[config.mk]
export PLATFORM = sky130hd
export DESIGN_NAME = adder_io_stage
export DESIGN_NICKNAME = d
export VERILOG_FILES = /design/src/rtl/adder_io_stage.sv
export SDC_FILE = /design/constraint.sdc
export NUM_CORES = 1
export LEC_CHECK = 0
export CORE_MARGIN = 1
export CORE_UTILIZATION = 42
export CTS_CLUSTER_DIAMETER = 120
export DETAILED_ROUTE_END_ITERATION = 12
export PLACE_DENSITY = 0.83
export SYNTH_ARGS = -nofsm -noshare
export SYNTH_HDL_FRONTEND = slang
export SYNTH_SLANG_ARGS = --single-unit
[constraint.sdc]
create_clock -name clk -period 1.8 [get_ports clk]
set_input_delay 0.18 -clock clk [delete_from_list [all_inputs] [get_ports clk]]
set_output_delay 0.18 -clock clk [all_outputs]
set_load 0.005 [all_outputs]
[src/rtl/adder_io_stage.sv]
// adder_io_stage: registered I/O wrapper around an external combinational adder.
//   - An operand register feeds the adder directly (no input-to-adder comb path).
//   - A result register captures the adder output with a valid/ready handshake.
//   - A wrapping counter records results delivered downstream.
// Optional feature: define ADDER_OVF_FLAG_EN to add the registered signed
// overflow output out_ovf.
// N must be a multiple of 4 and at least 4.
module adder_io_stage #(
  parameter int N     = 8,
  parameter int CNT_W = 16
) (
  input  logic             clk,
  input  logic             rst,
  // upstream operand handshake
  input  logic             in_valid,
  output logic             in_ready,
  input  logic [N-1:0]     in_a,
  input  logic [N-1:0]     in_b,
  input  logic             in_cin,
  // external adder
  output logic [N-1:0]     add_a,
  output logic [N-1:0]     add_b,
  output logic             add_cin,
  input  logic [N-1:0]     add_sum,
  input  logic             add_cout,
  // downstream result handshake
  output logic             out_valid,
  input  logic             out_ready,
  output logic [N-1:0]     out_sum,
  output logic             out_cout,
`ifdef ADDER_OVF_FLAG_EN
  output logic             out_ovf,
`endif
  output logic [CNT_W-1:0] op_count
);

  typedef struct packed {
    logic [N-1:0] a;
    logic [N-1:0] b;
    logic         cin;
  } opnd_t;

  typedef struct packed {
    logic [N-1:0] sum;
    logic         cout;
  } res_t;

  opnd_t            opnd_q, opnd_d;
  logic             op_v_q, op_v_d;
  res_t             res_q, res_d;
  logic             out_valid_q, out_valid_d;
  logic [CNT_W-1:0] cnt_q, cnt_d;

  logic             res_load;   // operand set moves into the result register
  logic             in_xfer;    // upstream transfer this cycle
  logic             out_xfer;   // downstream transfer this cycle

  // Handshake decode: the result register can take a new value when it is
  // empty or being drained this cycle; the operand register can take a new
  // set when empty or being emptied into the result register this cycle.
  always_comb begin
    res_load = op_v_q && (!out_valid_q || out_ready);
    in_ready = !op_v_q || res_load;
    in_xfer  = in_valid && in_ready;
    out_xfer = out_valid_q && out_ready;
  end

  // Operand register next state: a new set replaces the old one when both a
  // load and a transfer happen together, so op_v stays set in that case.
  always_comb begin
    opnd_d = opnd_q;
    op_v_d = op_v_q;
    if (in_xfer) begin
      opnd_d.a   = in_a;
      opnd_d.b   = in_b;
      opnd_d.cin = in_cin;
      op_v_d     = 1'b1;
    end else if (res_load) begin
      op_v_d     = 1'b0;
    end
  end

  // Operand register and its valid flag.
  always_ff @(posedge clk or posedge rst) begin
    if (rst) begin
      opnd_q <= '0;
      op_v_q <= 1'b0;
    end else begin
      opnd_q <= opnd_d;
      op_v_q <= op_v_d;
    end
  end

  // The adder sees only registered operands.
  always_comb begin
    add_a   = opnd_q.a;
    add_b   = opnd_q.b;
    add_cin = opnd_q.cin;
  end

  // Result register next state: capture on load, otherwise hold; valid drops
  // only when the held result is consumed and nothing replaces it.
  always_comb begin
    res_d       = res_q;
    out_valid_d = out_valid_q;
    if (res_load) begin
      res_d.sum   = add_sum;
      res_d.cout  = add_cout;
      out_valid_d = 1'b1;
    end else if (out_xfer) begin
      out_valid_d = 1'b0;
    end
  end

  // Result register and its valid flag.
  always_ff @(posedge clk or posedge rst) begin
    if (rst) begin
      res_q       <= '0;
      out_valid_q <= 1'b0;
    end else begin
      res_q       <= res_d;
      out_valid_q <= out_valid_d;
    end
  end

  // Delivered-result counter; natural wrap at 2^CNT_W.
  always_comb begin
    cnt_d = cnt_q;
    if (out_xfer) cnt_d = cnt_q + 1'b1;
  end

  // Counter register.
  always_ff @(posedge clk or posedge rst) begin
    if (rst) cnt_q <= '0;
    else     cnt_q <= cnt_d;
  end

`ifdef ADDER_OVF_FLAG_EN
  logic ovf_q, ovf_d;

  // Signed overflow: like-signed operands producing a differently-signed sum.
  // Registered alongside the sum so it always describes the held result.
  always_comb begin
    ovf_d = ovf_q;
    if (res_load)
      ovf_d = (add_a[N-1] == add_b[N-1]) && (add_sum[N-1] != add_a[N-1]);
  end

  // Overflow flag register.
  always_ff @(posedge clk or posedge rst) begin
    if (rst) ovf_q <= 1'b0;
    else     ovf_q <= ovf_d;
  end

  assign out_ovf = ovf_q;
`endif

  assign out_valid = out_valid_q;
  assign out_sum   = res_q.sum;
  assign out_cout  = res_q.cout;
  assign op_count  = cnt_q;

endmodule
# == Word-level counts from Yosys, hierarchy flattened ==
# Index checks and enable logic that the tools add are counted.
# totals
ff_bits,44
elab_cells,22
# classes
add_sub_neg,1
mux,4
reduce_logical,9
# ops
cell,n
$add A16 B1 Y16 const B,1
$mux W1,4
$reduce_bool A2 Y1,2
$logic_and A1 B1 Y1,3
$logic_not A1 Y1,2
$logic_or A1 B1 Y1,2

# == Depth between registers and ports, before layout ==
# logic_depth
depth_word,6
depth_mapped,5
mapped_depth_nobuf,5

# == Least setup slack after synthesis ==
# No wires, ideal clock.
# synth_timing
path_type,reg-to-reg
from,"register out_valid_q, in the netlist out_valid"
to,register opnd_q (netlist bit add_a[4])
setup_time_ns,0.125
arrival_ns,1.363
slack_ns,0.312
path_stages_with_launch,5
n_path_buf,1
period_less_slack_ns,1.488
path_cell_list,dfrtp_1 > nand3b_1 > nand2_1 > buf_2 > mux2_2
# synth_between
elab_chain_cells,5
# synth_rtl
element,line_no,rtl
start: declaration,51,"logic out_valid_q, out_valid_d;"
start signal: assignment,122,out_valid_q <= out_valid_d;
$logic_not A1 Y1,62,res_load = op_v_q && (!out_valid_q || out_ready);
$logic_or A1 B1 Y1,62,
$logic_and A1 B1 Y1,62,
$logic_or A1 B1 Y1,63,in_ready = !op_v_q || res_load;
net in_ready,16,"output logic in_ready,"
$logic_and A1 B1 Y1,64,in_xfer = in_valid && in_ready;
end signal: assignment,89,opnd_q <= opnd_d;
end: declaration,48,"opnd_t opnd_q, opnd_d;"
# The timed path passes the listed nets, and every way through them passes these cells.
# A chain may end at the register's enable or synchronous reset.

# == Final worst setup path ==
# layout_timing
from,input out_ready
to,output in_ready
# layout_between
elab_chain_cells,3
# layout_rtl
element,line_no,rtl
start: declaration,28,"input logic out_ready,"
$logic_or A1 B1 Y1,62,
$logic_and A1 B1 Y1,62,
$logic_or A1 B1 Y1,63,
end: declaration,16,
# No other way between the ends.

==> flow_summary.json <==
{
  "outcome": "complete, no violations",
  "gp_congestion": 0.769,
  "seq_area_frac_synth_pct": 63.1,
  "finalWorstSetupSlack_ns": 0.190,
  "wire_per_inst_um": 14.6,
  "area_growth_pct": 53.0,
  "cts_buffers": 5,
  "vias_per_cell": 4.90,
  "grt_usage_pct": 18.9,
  "hold_class": "in -> async",
  "leakage_nw": 1.16,
  "p_seq_share_pct": 49.6,
  "synth.distinct_cells": 19,
  "cts_tree": "yes",
  "post-dp-hpwl_um": 2910,
  "power_mw": 2.61,
  "cp-start-kind": "primary input",
  "drt-total-wl_um": 3780,
  "r2r_cells": 4,
  "power_switching_share_pct": 25.4,
  "combPwrFrac_pct": 26.9,
  "worst_pin_slew_ns": 0.362,
  "maxCapViolCount": 0,
  "num_antenna_cells": 0,
  "switching_power_uw": 662,
  "grt_pass1_vias": 1324,
  "power.share.clock_pct": 23.5,
  "p_int_mw": 1.95,
  "postCtsHoldBufs": 0,
  "finalHoldViolations": 0,
  "netlist_instances": 125,
  "nNetsFinal": 238,
  "slew_headroom_pct": 75.8,
  "design_area_um2": 2670,
  "synth_area_per_cell_um2": 14.0,
  "portBuffers": 73,
  "start_util_pct": 43.6,
  "grt_max_degree": 45,
  "route.detailed.drc": 0,
  "overflow": 0,
  "die_area_um2": 4420,
  "antenna_found_initial": 0,
  "rrSetupSlack_ns": 0.22,
  "cp-end-kind": "output port",
  "fp-row-count": 23,
  "p_per_area_nw_per_um2": 977,
  "crit_path_max_fanout": 5,
  "grt_pass1_wl_um": 6050,
  "max_freq_ghz": 0.621,
  "rsz0062_at_grt": "false",
  "die_x_um": 66.5,
  "final.setup_skew_ns": 0.00514,
  "post_cts_buffers": 0,
  "final_antenna_net_count": 0,
  "io_pins": 74,
  "fin_crit_sh_pct": 89.4,
  "vias": 1264,
  "synth_area_um2": 1750,
  "dpl-instance-area_um2": 2580,
  "finalSetupViolCount": 0,
  "period_minus_slack_ns": 1.61,
  "yosysWarnings": 0,
  "crit_arrival_ns": 1.43,
  "slew_viol_final": 0,
  "fillers": 300,
  "insertion_delay_ns": 0.29,
  "timing.rr.start": "op_count[5]",
  "synth_nets": 156,
  "cts.sinks": 44,
  "cts_root_buffer": "clkbuf_8",
  "cts_resized": 0,
  "max-clock-path-buffers": 2,
  "synth-seq-cells": 44,
  "die_h_um": 66.5,
  "pre_cts_slack_ns": -0.0308,
  "core_um2": 4000,
  "drt-pass1-iter-count": 4,
  "cts.reportedPaths.clkPinSlew_ns": 0.08,
  "cp_data_required_time_ns": 1.62,
  "path_class": "in -> out",
  "reg2reg_to": "op_count[15]",
  "max-vdd-ir-drop_mv": 0.636,
  "cts_max_level": 2,
  "drive_gt1_share_pct": 19.2,
  "drtIter0Drc": 53
}
[per-stage QoR]
stage | hold slack [ns] | std cells | setup TNS (ns) | util (%)
after detailed placement | 0.479 | 250 | -0.0600 | 64.5
after floorplan | 0.288 | 125 | 0 | -
after global placement | 0.472 | 250 | 0 | 64.5
after global routing | 0.261 | 258 | 0 | 66.8
after CTS | 0.228 | 258 | 0 | 66.8
final | 0.224 | 258 | 0 | 66.8
[worst max-delay path, stage by stage]
cell,delay [ns]
clkdlybuf4s50_1,0.54
nand3b_1,0.18
clkdlybuf4s50_1,0.53
[cell usage after synthesis]
cell	instances	area (um2)
inv_1	3	11.3
mux2_2	27	304
nand2b_1	2	12.5
xnor2_1	8	70.1
or2_2	1	6.26
nand3b_1	1	7.51
ha_1	1	12.5
and4_2	1	10.0
nand3_1	4	20.0
nor2_1	8	30.0
nand4_1	3	18.8
and3_1	1	6.26
or2b_1	1	7.51
nand2_1	10	37.5
or4_4	1	11.3
nand4_2	1	12.5
buf_2	1	5.00
dfrtp_1	44	1100
xor2_1	7	61.3
[flip-flops by register name, summed over array words and instances (netlist names)]
name / count
out_sum: 8
op_count: 16
out_cout: 1
add_cin: 1
add_b: 8
op_v_q: 1
add_a: 8
out_valid: 1
[power by group through the flow]
stage	clock network, mW	logic [mW]	registers (mW)
6_report	0.613	0.702	1.30
5_1_grt	0.679	0.760	1.32
4_1_cts	0.644	0.715	1.29
3_5_place_dp	0	0.710	1.31
3_3_place_gp	0	0.684	1.30
2_1_floorplan	0	0.232	1.30
[routing by layer]
layer / up-vias / GRT usage [%] / share of wire [%]
li1: 584 / - / -
met1: 627 / 22.5 / 41
met2: 49 / 31.6 / 52
met3: 4 / 7.19 / 6.3
met4: 0 / 5.59 / 0.93
met5: - / 0 / 0
[cell families after synthesis]
logic type / Yosys count / synth area share, %
xor gates and xnor gates: 15 / 7.53
and+or+nand+nor: 34 / 10.3
buffers and inverters: 4 / 0.932
DFF: 44 / 63.1
muxes: 27 / 17.4
adders and majority gates: 1 / 0.717
[worst max path at each step]
stage,slack [ns],to,startpoint
global route,0.09,op_count[13],op_count[5]
CTS,0.19,in_ready,out_ready
finish,0.19,in_ready,out_ready
detailed placement,-0.03,op_count[13],out_ready
global placement,0.03,op_count[15],out_ready
floorplan,0.31,add_a[4],out_valid
[area by class of cell]
type                    count  area [um2]  area share (%)
flip-flops and latches     44        1100            41.2
well taps                  50        62.6            2.34
inverters                   3        11.3           0.422
multi-input cells          77         628            23.5
clock buffers               8        90.1            3.37
repair buffers             76         778            29.1
[layout by cell type (no fill, tap or decap), drive strengths merged, types with 2 or more instances in the layout]
master         count
inv                2
nand2b             2
nand4              4
dfrtp             44
nor2               8
clkdlybuf4s50     73
buf                3
nand3              4
mux2              27
nand2             10
clkbuf             8
xnor2              8
xor2               7
(Power assumes the default switching activity.)
